===== src/rtl/ula_pkg.sv =====
// Shared definitions for the expression-solver arithmetic unit.
// Contents: default datapath width and the operation-select encoding.
// Imported by the interface, the multiplier and the ula_core top.
package ula_pkg;

  // Operand and result width used throughout the solver datapath.
  localparam int ULA_WIDTH = 16;

  // Encoding of the 1-bit operation select carried on h.
  typedef enum logic {
    OP_ADD = 1'b0,
    OP_MUL = 1'b1
  } op_e;

endpackage : ula_pkg


===== src/rtl/ula_if.sv =====
// Operand/result bundle between the solver stack logic and the ULA.
// Ports: h/a/b/in_valid flow from the operand source to the unit;
//        result/out_valid/overflow flow back to the result register file.
interface ula_if
  import ula_pkg::*;
#(
  parameter int WIDTH = ULA_WIDTH
);

  logic             h;          // operation select (op_e encoding)
  logic [WIDTH-1:0] a;          // operand A, unsigned
  logic [WIDTH-1:0] b;          // operand B, unsigned
  logic             in_valid;   // operands/h valid this cycle
  logic [WIDTH-1:0] result;     // registered low WIDTH bits of a op b
  logic             out_valid;  // result written by the previous accepted op
  logic             overflow;   // result was truncated

  // Operand source side (stack logic, testbench).
  modport master (
    output h,
    output a,
    output b,
    output in_valid,
    input  result,
    input  out_valid,
    input  overflow
  );

  // Arithmetic unit side.
  modport slave (
    input  h,
    input  a,
    input  b,
    input  in_valid,
    output result,
    output out_valid,
    output overflow
  );

endinterface : ula_if


===== src/rtl/ula_mul.sv =====
// Purpose: combinational unsigned WIDTH x WIDTH -> 2*WIDTH shift-add multiplier.
// Latency: 0 cycles (purely combinational, feeds the ULA output register).
// Backpressure: none; output follows the inputs continuously.
// Ports: a, b (WIDTH, unsigned) in; p (2*WIDTH, full product) out.
module ula_mul
  import ula_pkg::*;
#(
  parameter int WIDTH = ULA_WIDTH
) (
  input  logic [WIDTH-1:0]   a,
  input  logic [WIDTH-1:0]   b,
  output logic [2*WIDTH-1:0] p
);

  // a zero-extended to product width so every shifted partial product fits.
  logic [2*WIDTH-1:0] a_ext;
  // acc[i] holds the sum of the partial products for multiplier bits below i.
  logic [2*WIDTH-1:0] acc [WIDTH+1];

  assign a_ext  = {{WIDTH{1'b0}}, a};
  assign acc[0] = '0;

  for (genvar i = 0; i < WIDTH; i++) begin : g_pp
    logic [2*WIDTH-1:0] pp;
    // Partial product for bit i of b: a shifted into position, or nothing.
    assign pp         = b[i] ? (a_ext << i) : '0;
    assign acc[i + 1] = acc[i] + pp;
  end : g_pp

  // The full 2*WIDTH sum cannot wrap: max product is (2^W-1)^2 < 2^(2W).
  assign p = acc[WIDTH];

endmodule : ula_mul


===== src/rtl/ula_core.sv =====
// Purpose: registered add/multiply unit for the solver; result = low WIDTH bits of a op b.
// Latency: 1 cycle from accepted operands to result/out_valid, 1 op per cycle.
// Backpressure: none; every in_valid cycle is accepted, nothing stalls.
// Ports: clk, rst (sync, active-high) plain; bus (ula_if.slave) carries
//        h/a/b/in_valid in and result/out_valid/overflow out.
module ula_core
  import ula_pkg::*;
#(
  parameter int WIDTH = ULA_WIDTH
) (
  input  logic  clk,
  input  logic  rst,
  ula_if.slave  bus
);

  // One extra bit on the sum captures the carry-out used as overflow.
  logic [WIDTH:0]     sum_full;
  logic [2*WIDTH-1:0] prod_full;

  // Next-state values for the output register, selected by h.
  logic [WIDTH-1:0]   result_d;
  logic               overflow_d;

  logic [WIDTH-1:0]   result_q;
  logic               overflow_q;
  logic               out_valid_q;

  // ---------------------------------------------------------------------------
  // Datapath: adder inline, multiplier as a separate combinational block.
  // ---------------------------------------------------------------------------
  assign sum_full = {1'b0, bus.a} + {1'b0, bus.b};

  ula_mul #(
    .WIDTH (WIDTH)
  ) u_mul (
    .a (bus.a),
    .b (bus.b),
    .p (prod_full)
  );

  // Operation mux and overflow select. Add is the default branch so an
  // undriven h only ever steers a value that is discarded when in_valid=0.
  always_comb begin
    result_d   = sum_full[WIDTH-1:0];
    overflow_d = sum_full[WIDTH];
    if (bus.h == OP_MUL) begin
      result_d   = prod_full[WIDTH-1:0];
      // Any set bit above the kept half means the product was truncated.
      overflow_d = |prod_full[2*WIDTH-1:WIDTH];
    end
  end

  // ---------------------------------------------------------------------------
  // Single output register stage.
  // result/overflow load only on an accepted op, so operand values seen while
  // in_valid=0 (possibly X) never reach the outputs; they simply hold.
  // Reset takes priority over a coincident accept, dropping that operation.
  // ---------------------------------------------------------------------------
  always_ff @(posedge clk) begin
    if (rst) begin
      result_q    <= '0;
      overflow_q  <= 1'b0;
      out_valid_q <= 1'b0;
    end else if (bus.in_valid) begin
      result_q    <= result_d;
      overflow_q  <= overflow_d;
      out_valid_q <= 1'b1;
    end else begin
      out_valid_q <= 1'b0;
    end
  end

  assign bus.result    = result_q;
  assign bus.overflow  = overflow_q;
  assign bus.out_valid = out_valid_q;

endmodule : ula_core


===== src/flat_wrapper.sv =====
// flat-port wrapper written by rule: the top's interface ports become plain ports
module ula_core_flat import ula_pkg::*;
#(
  parameter int WIDTH = ULA_WIDTH
)
  (clk, rst, bus_h, bus_a, bus_b, bus_in_valid, bus_result, bus_out_valid, bus_overflow);
  ula_if #(.WIDTH(WIDTH)) bus_i ();
  input  logic clk;
  input  logic rst;
  input wire logic [$bits(bus_i.h)-1:0] bus_h;
  input wire logic [$bits(bus_i.a)-1:0] bus_a;
  input wire logic [$bits(bus_i.b)-1:0] bus_b;
  input wire logic [$bits(bus_i.in_valid)-1:0] bus_in_valid;
  output wire logic [$bits(bus_i.result)-1:0] bus_result;
  output wire logic [$bits(bus_i.out_valid)-1:0] bus_out_valid;
  output wire logic [$bits(bus_i.overflow)-1:0] bus_overflow;
  assign bus_i.h = bus_h;
  assign bus_i.a = bus_a;
  assign bus_i.b = bus_b;
  assign bus_i.in_valid = bus_in_valid;
  assign bus_result = bus_i.result;
  assign bus_out_valid = bus_i.out_valid;
  assign bus_overflow = bus_i.overflow;
  ula_core #(.WIDTH(WIDTH)) u_core (.clk(clk), .rst(rst), .bus(bus_i));
endmodule

===== config.mk =====
export PLATFORM = sky130hd
export DESIGN_NAME = ula_core_flat
export DESIGN_NICKNAME = d
export VERILOG_FILES = /design/src/rtl/ula_pkg.sv /design/src/rtl/ula_if.sv /design/src/rtl/ula_mul.sv /design/src/rtl/ula_core.sv /design/src/flat_wrapper.sv
export SDC_FILE = /design/constraint.sdc
export NUM_CORES = 1
export LEC_CHECK = 0
export ABC_CLOCK_PERIOD_IN_PS = 10350
export CAP_MARGIN = 40
export CORE_ASPECT_RATIO = 1.5
export CORE_UTILIZATION = 47
export DETAILED_ROUTE_END_ITERATION = 10
export PLACE_DENSITY_LB_ADDON = 0.25
export SKIP_CTS_REPAIR_TIMING = 1
export SYNTH_ARGS = -nofsm -noshare
export SYNTH_HDL_FRONTEND = slang
export SYNTH_SLANG_ARGS = --single-unit

===== constraint.sdc =====
create_clock -name clk -period 10.35 [get_ports clk]
set_input_delay 2.07 -clock clk [delete_from_list [all_inputs] [get_ports clk]]
set_output_delay 2.07 -clock clk [all_outputs]
set_load 0.02 [all_outputs]

After elaboration in Yosys (flattened, before gate mapping)

Cells that the tools add are included.

Bits in registers: 18
Bits of input ports: 36
Output and inout port bits: 18
Logic and storage cells: 39

Add/subtract/negate cells: 16
Multiplexer cells: 19
Reductions and logical operators: 1

Operators with widths:

| operator                | number |
|---|---|
| adder 32 bit            | 5 |
| adder 32 x 31 -> 32 bit | 1 |
| 2-to-1 mux 16 bit       | 2 |
| 2-to-1 mux 31 bit       | 1 |
| 2-to-1 mux 30 bit       | 1 |
| 2-to-1 mux 29 bit       | 1 |
| 2-to-1 mux 28 bit       | 1 |
| 2-to-1 mux 27 bit       | 1 |
| adder 25 x 25 -> 26 bit | 1 |
| 2-to-1 mux 26 bit       | 1 |
| adder 24 x 24 -> 25 bit | 1 |
| 2-to-1 mux 25 bit       | 1 |
| adder 23 x 23 -> 24 bit | 1 |
| 2-to-1 mux 24 bit       | 1 |
| adder 22 x 22 -> 23 bit | 1 |
| 2-to-1 mux 23 bit       | 1 |
| adder 21 x 21 -> 22 bit | 1 |
| 2-to-1 mux 22 bit       | 1 |
| adder 20 x 20 -> 21 bit | 1 |
| 2-to-1 mux 21 bit       | 1 |
| adder 19 x 19 -> 20 bit | 1 |
| 2-to-1 mux 20 bit       | 1 |
| adder 18 x 18 -> 19 bit | 1 |
| 2-to-1 mux 19 bit       | 1 |
| 6 further kinds         | 7 |

Depth between registers and ports, before layout

Gate-level depths: netlist of the first run.

Depth in word-level cells: 18
Depth in mapped cells: 38
Gate-level depth less buffers: 36

Hierarchy

A second synthesis of the first run with hierarchy kept.

Cell total of the unflattened synthesis: 1148
Area, all modules: 9820.7 um2

Modules (own cells, without submodules):

| module   | instances | cells each | area an instance (um2) | sequential area each (um2) |
|---|---|---|---|---|
| ula_mul  | 1         | 960        | 8291.7                 | 0.0 |
| ula_core | 1         | 188        | 1529.0                 | 360.3 |

Worst setup path after synthesis of the first run

OpenSTA, ideal clock, no wires.

Path type: input port to flip-flop
From: input bus_b[0]
To: register u_core.overflow_q, in the netlist u_core.bus.overflow
Library setup time: 0.123 ns
Arrival time: 10.864 ns
Required time: 10.227 ns
Slack: -0.638 ns
Stages on the path: 35
Path buffers: 2
Cell sequence: clkbuf_1 > nand2_1 > fa_1 > inv_1 > fa_1 > inv_1 > fa_1 > inv_1 > fa_1 > inv_1 > fa_1 > inv_1 > ha_1 > clkbuf_1 > and4_1 > a211oi_1 > o31ai_1 > a21oi_1 > o21ai_0 > xor2_1 > fa_1 > inv_1 > fa_1 > fa_1 > inv_1 > fa_1 > ha_1 > and3_1 > o2bb2ai_2 > o41a_1 > a211o_1 > a2111oi_2 > nand4_1 > a2111oi_2 > nor2_1

Longest elaborated chain between the ends: 18
Elaborated cells between the ends (all ways): 19
Those cells by class: add/sub (16); mux (2); reduce/logical (1)

RTL lines:

| item                       | line               | RTL |
|---|---|---|
| start: declaration         | flat_wrapper.sv:12 | `input wire logic [$bits(bus_i.b)-1:0] bus_b;` |
| 2-to-1 mux 16 bit          | ula_mul.sv:26      | `assign pp = b[i] ? (a_ext << i) : '0;` |
| adder 16 x 17 -> 18 bit    | ula_mul.sv:27      | `assign acc[i + 1] = acc[i] + pp;` |
| adder 18 x 18 -> 19 bit    | ula_mul.sv:27      |  |
| adder 19 x 19 -> 20 bit    | ula_mul.sv:27      |  |
| adder 20 x 20 -> 21 bit    | ula_mul.sv:27      |  |
| adder 21 x 21 -> 22 bit    | ula_mul.sv:27      |  |
| adder 22 x 22 -> 23 bit    | ula_mul.sv:27      |  |
| adder 23 x 23 -> 24 bit    | ula_mul.sv:27      |  |
| adder 24 x 24 -> 25 bit    | ula_mul.sv:27      |  |
| adder 25 x 25 -> 26 bit    | ula_mul.sv:27      |  |
| adder 32 bit (5 in series) | ula_mul.sv:27      |  |
| adder 32 x 31 -> 32 bit    | ula_mul.sv:27      |  |
| OR reduction 16 bit        | ula_core.sv:49     | `overflow_d = \|prod_full[2*WIDTH-1:WIDTH];` |
| 2-to-1 mux 1 bit *         | ula_core.sv:46     | `if (bus.h == OP_MUL) begin` |
| end signal: assignment     | ula_core.sv:66     | `overflow_q <= overflow_d;` |
| end: declaration           | ula_core.sv:25     | `logic overflow_q;` |

Mark *: on every way between the ends. The rest lies on a longest branch, timed or not.
A chain may end at the register's enable or synchronous reset.

Final worst setup path of the first run

From: input bus_a[9]
To: register u_core.overflow_q, in the netlist u_core.bus.overflow

Longest elaborated chain between the ends: 18
Elaborated cells between the ends (all ways): 34
Those cells by class: add/sub (16); mux (17); reduce/logical (1)

RTL lines:

| item                                                   | line               | RTL |
|---|---|---|
| start: declaration                                     | flat_wrapper.sv:11 | `input wire logic [$bits(bus_i.a)-1:0] bus_a;` |
| 2-to-1 mux 16 bit or 2-to-1 mux 17 bit (tied branches) | ula_mul.sv:26      |  |
| adder 16 x 17 -> 18 bit                                | ula_mul.sv:27      |  |
| adder 18 x 18 -> 19 bit                                | ula_mul.sv:27      |  |
| adder 19 x 19 -> 20 bit                                | ula_mul.sv:27      |  |
| adder 20 x 20 -> 21 bit                                | ula_mul.sv:27      |  |
| adder 21 x 21 -> 22 bit                                | ula_mul.sv:27      |  |
| adder 22 x 22 -> 23 bit                                | ula_mul.sv:27      |  |
| adder 23 x 23 -> 24 bit                                | ula_mul.sv:27      |  |
| adder 24 x 24 -> 25 bit                                | ula_mul.sv:27      |  |
| adder 25 x 25 -> 26 bit                                | ula_mul.sv:27      |  |
| adder 32 bit (5 in series)                             | ula_mul.sv:27      |  |
| adder 32 x 31 -> 32 bit                                | ula_mul.sv:27      |  |
| OR reduction 16 bit                                    | ula_core.sv:49     |  |
| 2-to-1 mux 1 bit *                                     | ula_core.sv:46     |  |

Marked as above.

==> results of run 1 <==
-- final timing paths --
| check | to | start |
|---|---|---|
| max | u_core.bus.overflow | bus_a[9] |
| min | u_core.bus.result[11] | u_core.bus.result[11] |
| max reg2reg | u_core.bus.result[14] | u_core.bus.result[14] |
| min reg2reg | u_core.bus.result[11] | u_core.bus.result[11] |
-- metrics by stage --
stage	hold WS [ps]	setup slack, ps	cell area (um^2)	utilization, %	cells
2_1_floorplan	547.6	-52.17	10130	-	1145
3_3_place_gp	471.4	-1054	11940	58.25	1573
3_5_place_dp	489.1	-1293	11940	58.25	1573
4_1_cts	496.7	-1042	12030	58.68	1577
5_1_grt	512.1	-899.2	12670	61.82	1596
6_report	491.3	-569.6	12670	61.82	1596
-- flip-flops by register name, summed over array words and instances (netlist names) --
| name | cells |
|---|---|
| u_core.bus.result | 16 |
| u_core.bus.overflow | 1 |
| u_core.bus.out_valid | 1 |
-- worst max-delay path, delay by kind of cell --
family	cells	cell delay, ps
adders and majority gates	11	5070
buffers and inverters	7	600
AOI/OAI and AO/OA	11	2620
and+or+nand+nor	5	660
-- per-layer routing --
layer  global-route usage [%]  wire length (um)  vias up
met2                    52.18             15650      197
met5                        0                 0        -
li1                         -                 -     3967
met3                    1.237               799       59
met1                    30.58             10600     4348
met4                    6.667               845        0
-- layout by cell type (no fill, tap or decap), types with 26 or more instances in the layout --
cell type and count:
sky130_fd_sc_hd__o21ai_0 26, sky130_fd_sc_hd__nand2_1 79, sky130_fd_sc_hd__and2_1 176, sky130_fd_sc_hd__fa_1 171, sky130_fd_sc_hd__nor2_1 46, sky130_fd_sc_hd__buf_4 148
sky130_fd_sc_hd__clkdlybuf4s50_1 28, sky130_fd_sc_hd__inv_1 207, sky130_fd_sc_hd__a21oi_1 34, sky130_fd_sc_hd__ha_1 82
-- kinds of logic (layout without fill, tap and decap cells) --
family | Yosys count | in the layout
buffers and inverters | 264 | 451
DFF | 18 | 18
xor gates and xnor gates | 30 | 30
muxes | 10 | 10
adders and majority gates | 294 | 294
AOI/OAI and AO/OA | 155 | 155
and+or+nand+nor | 374 | 374
-- cell type report --
| cell class | instances | share of cell area (%) |
|---|---|---|
| timing repair buffer | 229 | 15.91 |
| tap | 264 | 2.606 |
| clock buffer | 4 | 0.7010 |
| inverter | 218 | 6.457 |
| sequential | 18 | 2.843 |
| multi-input combinational | 863 | 71.48 |
==> impl_metrics.prom, run 1 <==
# TYPE chip_impl_metric gauge
chip_impl_info{name="run_status",value="finished with violations"} 1
chip_impl_info{name="failed_checks",value="setup timing"} 1
chip_impl_metric{name="synth-compound-area-share",unit="%"} 10.57
chip_impl_info{name="critical_path.most_common_cell",value="sky130_fd_sc_hd__fa_1"} 1
chip_impl_metric{name="min_period_over_period",unit="%"} 105.5
chip_impl_metric{name="fill_cells",unit=""} 1832
chip_impl_metric{name="final_period_minus_worst_setup_slack",unit="ps"} 10920
chip_impl_metric{name="worst-r2r-cell-count",unit=""} 4
chip_impl_metric{name="final_report_setup_violation_count",unit=""} 1
chip_impl_metric{name="numClockSinks",unit=""} 18
chip_impl_metric{name="multiInputGateArea",unit="um^2"} 9059
chip_impl_metric{name="max_freq",unit="MHz"} 91.58
chip_impl_metric{name="chipWidth",unit="um"} 120.3
chip_impl_metric{name="timing_hold_violations_final",unit=""} 0
chip_impl_metric{name="synthesis.area_per_instance",unit="um^2"} 8.613
chip_impl_metric{name="critPathArrivalTime",unit="ps"} 11060
chip_impl_info{name="synth.cells.most_frequent",value="sky130_fd_sc_hd__inv_1 (218), sky130_fd_sc_hd__fa_1 (188), sky130_fd_sc_hd__and2_1 (184)"} 1
chip_impl_metric{name="timing.hold.worst_path_depth",unit=""} 2
chip_impl_metric{name="antennaDiodeCount",unit=""} 0
chip_impl_metric{name="final.setup.tns",unit="ps"} -569.6
chip_impl_metric{name="num_rows",unit=""} 64
chip_impl_metric{name="grt_pass1_vias",unit=""} 9498
chip_impl_metric{name="cts_max_path_buffers",unit=""} 2
chip_impl_metric{name="clock_latency",unit="ps"} 250
chip_impl_info{name="endpoint_kind",value="flip-flop"} 1
chip_impl_metric{name="layout-area-overhead-vs-synth",unit="%"} 28.51
chip_impl_metric{name="detail_route.iter0.violations",unit=""} 439
chip_impl_metric{name="io-pin-count",unit=""} 54
chip_impl_metric{name="synth_xor_xnor_area_share",unit="%"} 2.664
chip_impl_info{name="library_cell_occupying_the_most_area_in_the_post_synthesis_netlist",value="sky130_fd_sc_hd__fa_1"} 1
chip_impl_metric{name="die-area",unit="um^2"} 21580
chip_impl_info{name="combinational_family_with_the_most_area_after_synthesis",value="adder cells"} 1
chip_impl_info{name="grt_setup_unrepaired",value="yes"} 1
chip_impl_metric{name="clock_transition_at_path_regs",unit="ps"} 60
chip_impl_metric{name="synth_sequential_area_ratio",unit="%"} 3.654
chip_impl_metric{name="antenna_found_initial",unit=""} 0
chip_impl_metric{name="grt_pass1_wl",unit="mm"} 45.73
chip_impl_metric{name="pin_count_of_the_biggest_net_entering_global_routing",unit=""} 36
chip_impl_metric{name="synth.mux.area_fraction",unit="%"} 1.040
chip_impl_info{name="ys_dominant_reg_cell",value="sky130_fd_sc_hd__dfxtp_1"} 1
chip_impl_metric{name="postSynth.asyncResetShare",unit="%"} 0
chip_impl_info{name="crit_path_category",value="in -> reg"} 1
chip_impl_metric{name="globalRouteTotalUtil",unit="%"} 26.52
chip_impl_info{name="yosys-top-cells-area",value="sky130_fd_sc_hd__fa_1 (38%), sky130_fd_sc_hd__ha_1 (13%), sky130_fd_sc_hd__and2_1 (12%)"} 1
chip_impl_metric{name="post_synth_num_cell_types",unit=""} 56
chip_impl_metric{name="timing.critical_path.slowest_cell_delay",unit="ps"} 600
chip_impl_metric{name="nNetsFinal",unit=""} 1663
chip_impl_metric{name="timing.final.ws_setup",unit="ps"} -569.6
chip_impl_metric{name="timing.slew.headroom",unit="%"} 50.22
chip_impl_metric{name="gp_routability_congestion",unit=""} 0.8950
chip_impl_metric{name="synth.ff_latch_count",unit=""} 18
chip_impl_metric{name="synthesis.nets",unit=""} 1475
chip_impl_metric{name="post_dr_vias_cell",unit=""} 5.370
chip_impl_metric{name="timing.critical_path.required",unit="ps"} 10490
chip_impl_metric{name="route.final.wire_length",unit="mm"} 27.90
chip_impl_info{name="synth.most_common_cell",value="sky130_fd_sc_hd__inv_1"} 1
chip_impl_metric{name="post_detailed_route_drc_marker_count",unit=""} 0
chip_impl_metric{name="place.port_buffers",unit=""} 53
chip_impl_metric{name="synth_enable_flop_cells",unit=""} 0
chip_impl_metric{name="netlist_instances",unit=""} 1145
chip_impl_metric{name="post_synth_fa_ha_maj_area_fraction",unit="%"} 51.61
chip_impl_info{name="startpoint_class_of_the_critical_path",value="input pin"} 1
chip_impl_metric{name="netlist_area",unit="um^2"} 9862
chip_impl_metric{name="worstPathMaxFanout",unit=""} 5
chip_impl_info{name="cts_tree",value="done"} 1
chip_impl_info{name="worst_path_max_delay_cell",value="sky130_fd_sc_hd__fa_2"} 1
chip_impl_metric{name="worst_clock_skew",unit="ps"} 0
chip_impl_metric{name="worst_slew_pin_slew",unit="ps"} 727.9
chip_impl_metric{name="share_of_synthesized_cell_area_in_and_or_nand_and_nor_gates",unit="%"} 20.40
chip_impl_info{name="clk_root_buffer_cell",value="sky130_fd_sc_hd__clkbuf_16"} 1
chip_impl_metric{name="grt_overflow_total",unit=""} 0
chip_impl_metric{name="synthDominantCellAreaShare",unit="%"} 38.16
chip_impl_metric{name="vias",unit=""} 8571
chip_impl_metric{name="core_area",unit="um^2"} 20500
chip_impl_metric{name="antenna_violating_nets_post_route",unit=""} 0
chip_impl_metric{name="drt-pass1-iter-count",unit=""} 5
chip_impl_metric{name="die_h",unit="um"} 179.4
chip_impl_metric{name="sequential_cell_area",unit="um^2"} 360.3
chip_impl_metric{name="cts-htree-levels",unit=""} 1
chip_impl_metric{name="reg2reg_setup_slack",unit="ps"} 9340
chip_impl_metric{name="dp_hpwl",unit="mm"} 22.69
chip_impl_metric{name="synth_warnings",unit=""} 0
chip_impl_metric{name="final-max-slew-violation-count",unit=""} 0
chip_impl_metric{name="drv_cap",unit=""} 0
chip_impl_metric{name="cts-buffers-inserted",unit=""} 3
chip_impl_metric{name="routed_wire_length_per_instance",unit="um"} 17.48
chip_impl_info{name="hold_class",value="reg -> reg"} 1
chip_impl_metric{name="fraction_of_final_layout_cells_with_drive_strength_greater_than_1",unit="%"} 21.70
chip_impl_metric{name="floorplan.initialDensity",unit="%"} 48.11
Power of run 1 is left out: the tool's default activity adds up to more than one toggle a clock period on the data nets, which glitch-free logic cannot reach.
==> run 2, diff against run 1 <==
--- a/config.mk
+++ b/config.mk
@@ -5,7 +5,7 @@
 export SDC_FILE = /design/constraint.sdc
 export NUM_CORES = 1
 export LEC_CHECK = 0
-export ABC_CLOCK_PERIOD_IN_PS = 10350
+export ABC_CLOCK_PERIOD_IN_PS = 12400
 export CAP_MARGIN = 40
 export CORE_ASPECT_RATIO = 1.5
 export CORE_UTILIZATION = 47
==> constraint.sdc (replaced) <==
create_clock -name clk -period 12.4 [get_ports clk]
set_input_delay 2.48 -clock clk [delete_from_list [all_inputs] [get_ports clk]]
set_output_delay 2.48 -clock clk [all_outputs]
set_load 0.02 [all_outputs]
==> run 2 against run 1 <==
Cell count fell by 8.3%. Worst setup slack better by 1000 ps. Hold slack worse by 4.1 ps. Largest cell class unchanged. Via count shrank 8.4%. Wire length decreased by 12%. Non-clock buffer count is 133 lower. Die area stayed put. Critical path type unchanged. The flow now finishes without violations. First-iteration DRC count fell by 41%. Sequential share of layout area is 0.43 points higher. Flip-flop and latch count is the same. Utilization is 8.1 points lower.
==> impl_metrics.prom, run 2 (synthesis results as in run 1) <==
# TYPE chip_impl_metric gauge
chip_impl_metric{name="layout-area-overhead-vs-synth",unit="%"} 11.77
chip_impl_metric{name="die_h",unit="um"} 179.4
chip_impl_metric{name="grt_overflow_total",unit=""} 0
chip_impl_metric{name="drt-pass1-iter-count",unit=""} 5
chip_impl_metric{name="worst_slew_pin_slew",unit="ps"} 721.4
chip_impl_metric{name="cts_max_path_buffers",unit=""} 2
chip_impl_metric{name="timing.slew.headroom",unit="%"} 50.66
chip_impl_metric{name="clock_transition_at_path_regs",unit="ps"} 50
chip_impl_metric{name="timing.final.ws_setup",unit="ps"} 440.3
chip_impl_metric{name="dp_hpwl",unit="mm"} 20.81
chip_impl_metric{name="timing.critical_path.slowest_cell_delay",unit="ps"} 600
chip_impl_metric{name="route.final.wire_length",unit="mm"} 24.63
chip_impl_metric{name="vias",unit=""} 7855
chip_impl_info{name="layout.cells.most_common_list",value="sky130_fd_sc_hd__inv_1 (218), sky130_fd_sc_hd__fa_1 (188), sky130_fd_sc_hd__and2_1 (184)"} 1
chip_impl_metric{name="post_dr_vias_cell",unit=""} 5.369
chip_impl_metric{name="clock_latency",unit="ps"} 250
chip_impl_info{name="grt_setup_unrepaired",value="no"} 1
chip_impl_metric{name="grt_pass1_vias",unit=""} 8268
chip_impl_metric{name="final_period_minus_worst_setup_slack",unit="ps"} 11960
chip_impl_metric{name="floorplan.initialDensity",unit="%"} 48.11
chip_impl_metric{name="min_period_over_period",unit="%"} 96.45
chip_impl_metric{name="detail_route.iter0.violations",unit=""} 260
chip_impl_metric{name="chipWidth",unit="um"} 120.3
chip_impl_info{name="startpoint_class_of_the_critical_path",value="input pin"} 1
chip_impl_info{name="cts_tree",value="done"} 1
chip_impl_metric{name="final_report_setup_violation_count",unit=""} 0
chip_impl_info{name="clk_root_buffer_cell",value="sky130_fd_sc_hd__clkbuf_16"} 1
chip_impl_info{name="run_status",value="complete, no violations"} 1
chip_impl_metric{name="grt_pass1_wl",unit="mm"} 41.12
chip_impl_info{name="mostFrequentLayoutCell",value="sky130_fd_sc_hd__inv_1"} 1
chip_impl_metric{name="io-pin-count",unit=""} 54
chip_impl_metric{name="final-max-slew-violation-count",unit=""} 0
chip_impl_metric{name="core_area",unit="um^2"} 20500
chip_impl_metric{name="largest_register_ffs",unit=""} 16
chip_impl_metric{name="place.port_buffers",unit=""} 53
chip_impl_metric{name="post_detailed_route_drc_marker_count",unit=""} 0
chip_impl_info{name="hold_class",value="reg -> reg"} 1
chip_impl_metric{name="antenna_found_initial",unit=""} 1
chip_impl_metric{name="globalRouteTotalUtil",unit="%"} 23.91
chip_impl_metric{name="antenna_violating_nets_post_route",unit=""} 0
chip_impl_metric{name="worst_clock_skew",unit="ps"} 0
chip_impl_metric{name="antennaDiodeCount",unit=""} 0
chip_impl_metric{name="gp_routability_congestion",unit=""} 0.9334
chip_impl_metric{name="timing.critical_path.required",unit="ps"} 12530
chip_impl_metric{name="die-area",unit="um^2"} 21580
chip_impl_metric{name="num_rows",unit=""} 64
chip_impl_metric{name="max_freq",unit="MHz"} 83.61
chip_impl_metric{name="place_area",unit="um^2"} 10880
chip_impl_info{name="endpoint_kind",value="flip-flop"} 1
chip_impl_metric{name="worstPathMaxFanout",unit=""} 8
chip_impl_metric{name="drv_cap",unit=""} 0
chip_impl_metric{name="final_core_util",unit="%"} 53.77
chip_impl_metric{name="cts-buffers-inserted",unit=""} 3
chip_impl_metric{name="final.setup.tns",unit="ps"} 0
chip_impl_info{name="critical_path.most_common_cell",value="sky130_fd_sc_hd__fa_1"} 1
chip_impl_metric{name="routed_wire_length_per_instance",unit="um"} 16.84
chip_impl_metric{name="fin_area",unit="um^2"} 11020
chip_impl_metric{name="reg2reg_setup_slack",unit="ps"} 11490
chip_impl_metric{name="nNetsFinal",unit=""} 1530
chip_impl_metric{name="numClockSinks",unit=""} 18
chip_impl_metric{name="cts-htree-levels",unit=""} 1
chip_impl_metric{name="fraction_of_final_layout_cells_with_drive_strength_greater_than_1",unit="%"} 5.088
chip_impl_metric{name="timing_hold_violations_final",unit=""} 0
chip_impl_info{name="crit_path_category",value="in -> reg"} 1
chip_impl_metric{name="critPathArrivalTime",unit="ps"} 12090
chip_impl_metric{name="detailedPlace.worstSlack",unit="ps"} -0.4325
chip_impl_info{name="worst_path_max_delay_cell",value="sky130_fd_sc_hd__clkdlybuf4s50_1"} 1
chip_impl_metric{name="pin_count_of_the_biggest_net_entering_global_routing",unit=""} 36
[run 2: final timing paths]
| check | startpoint | end | cells past startpoint |
|---|---|---|---|
| max | bus_a[5] | u_core.bus.overflow | 32 |
| min | u_core.bus.result[9] | u_core.bus.result[9] | 2 |
| max reg2reg | u_core.bus.result[14] | u_core.bus.result[14] | 4 |
| min reg2reg | u_core.bus.result[9] | u_core.bus.result[9] | 2 |
[run 2: worst max-delay path: cells and delay by family]
kind | cells | cell delay [ps]
AOI/OAI and AO/OA | 10 | 2480
buffers and inverters | 4 | 960
adders and majority gates | 11 | 5200
and+or+nand+nor | 6 | 800
xor gates and xnor gates | 1 | 160
[run 2: layout make-up]
| class | instances | area [um^2] |
|---|---|---|
| clock buffers | 4 | 88.84 |
| fillers | 1978 | 9477 |
| inverters | 218 | 818.3 |
| multi-input cells | 863 | 8534 |
| flip-flops and latches | 18 | 360.3 |
| well taps | 264 | 330.3 |
| repair buffers | 96 | 890.9 |
[run 2: through the flow]
| step | cells | hold WS, ps |
|---|---|---|
| 3_5_place_dp | 1459 | 478.7 |
| 4_1_cts | 1463 | 487.5 |
| 6_report | 1463 | 487.2 |
| 2_1_floorplan | 1145 | 547.6 |
| 3_3_place_gp | 1459 | 472.0 |
| 5_1_grt | 1463 | 508.9 |
[run 2: layer usage]
metal  global-route usage, %  share of wire (%)  vias to the layer above
li1                        -                  -                     3708
met1                   29.38                 40                     3934
met2                   44.57                 54                      155
met3                  0.6028                2.3                       58
met4                   7.753                3.8                        0
met5                       0                  0                        -
Power of run 2 is left out for the same reason.
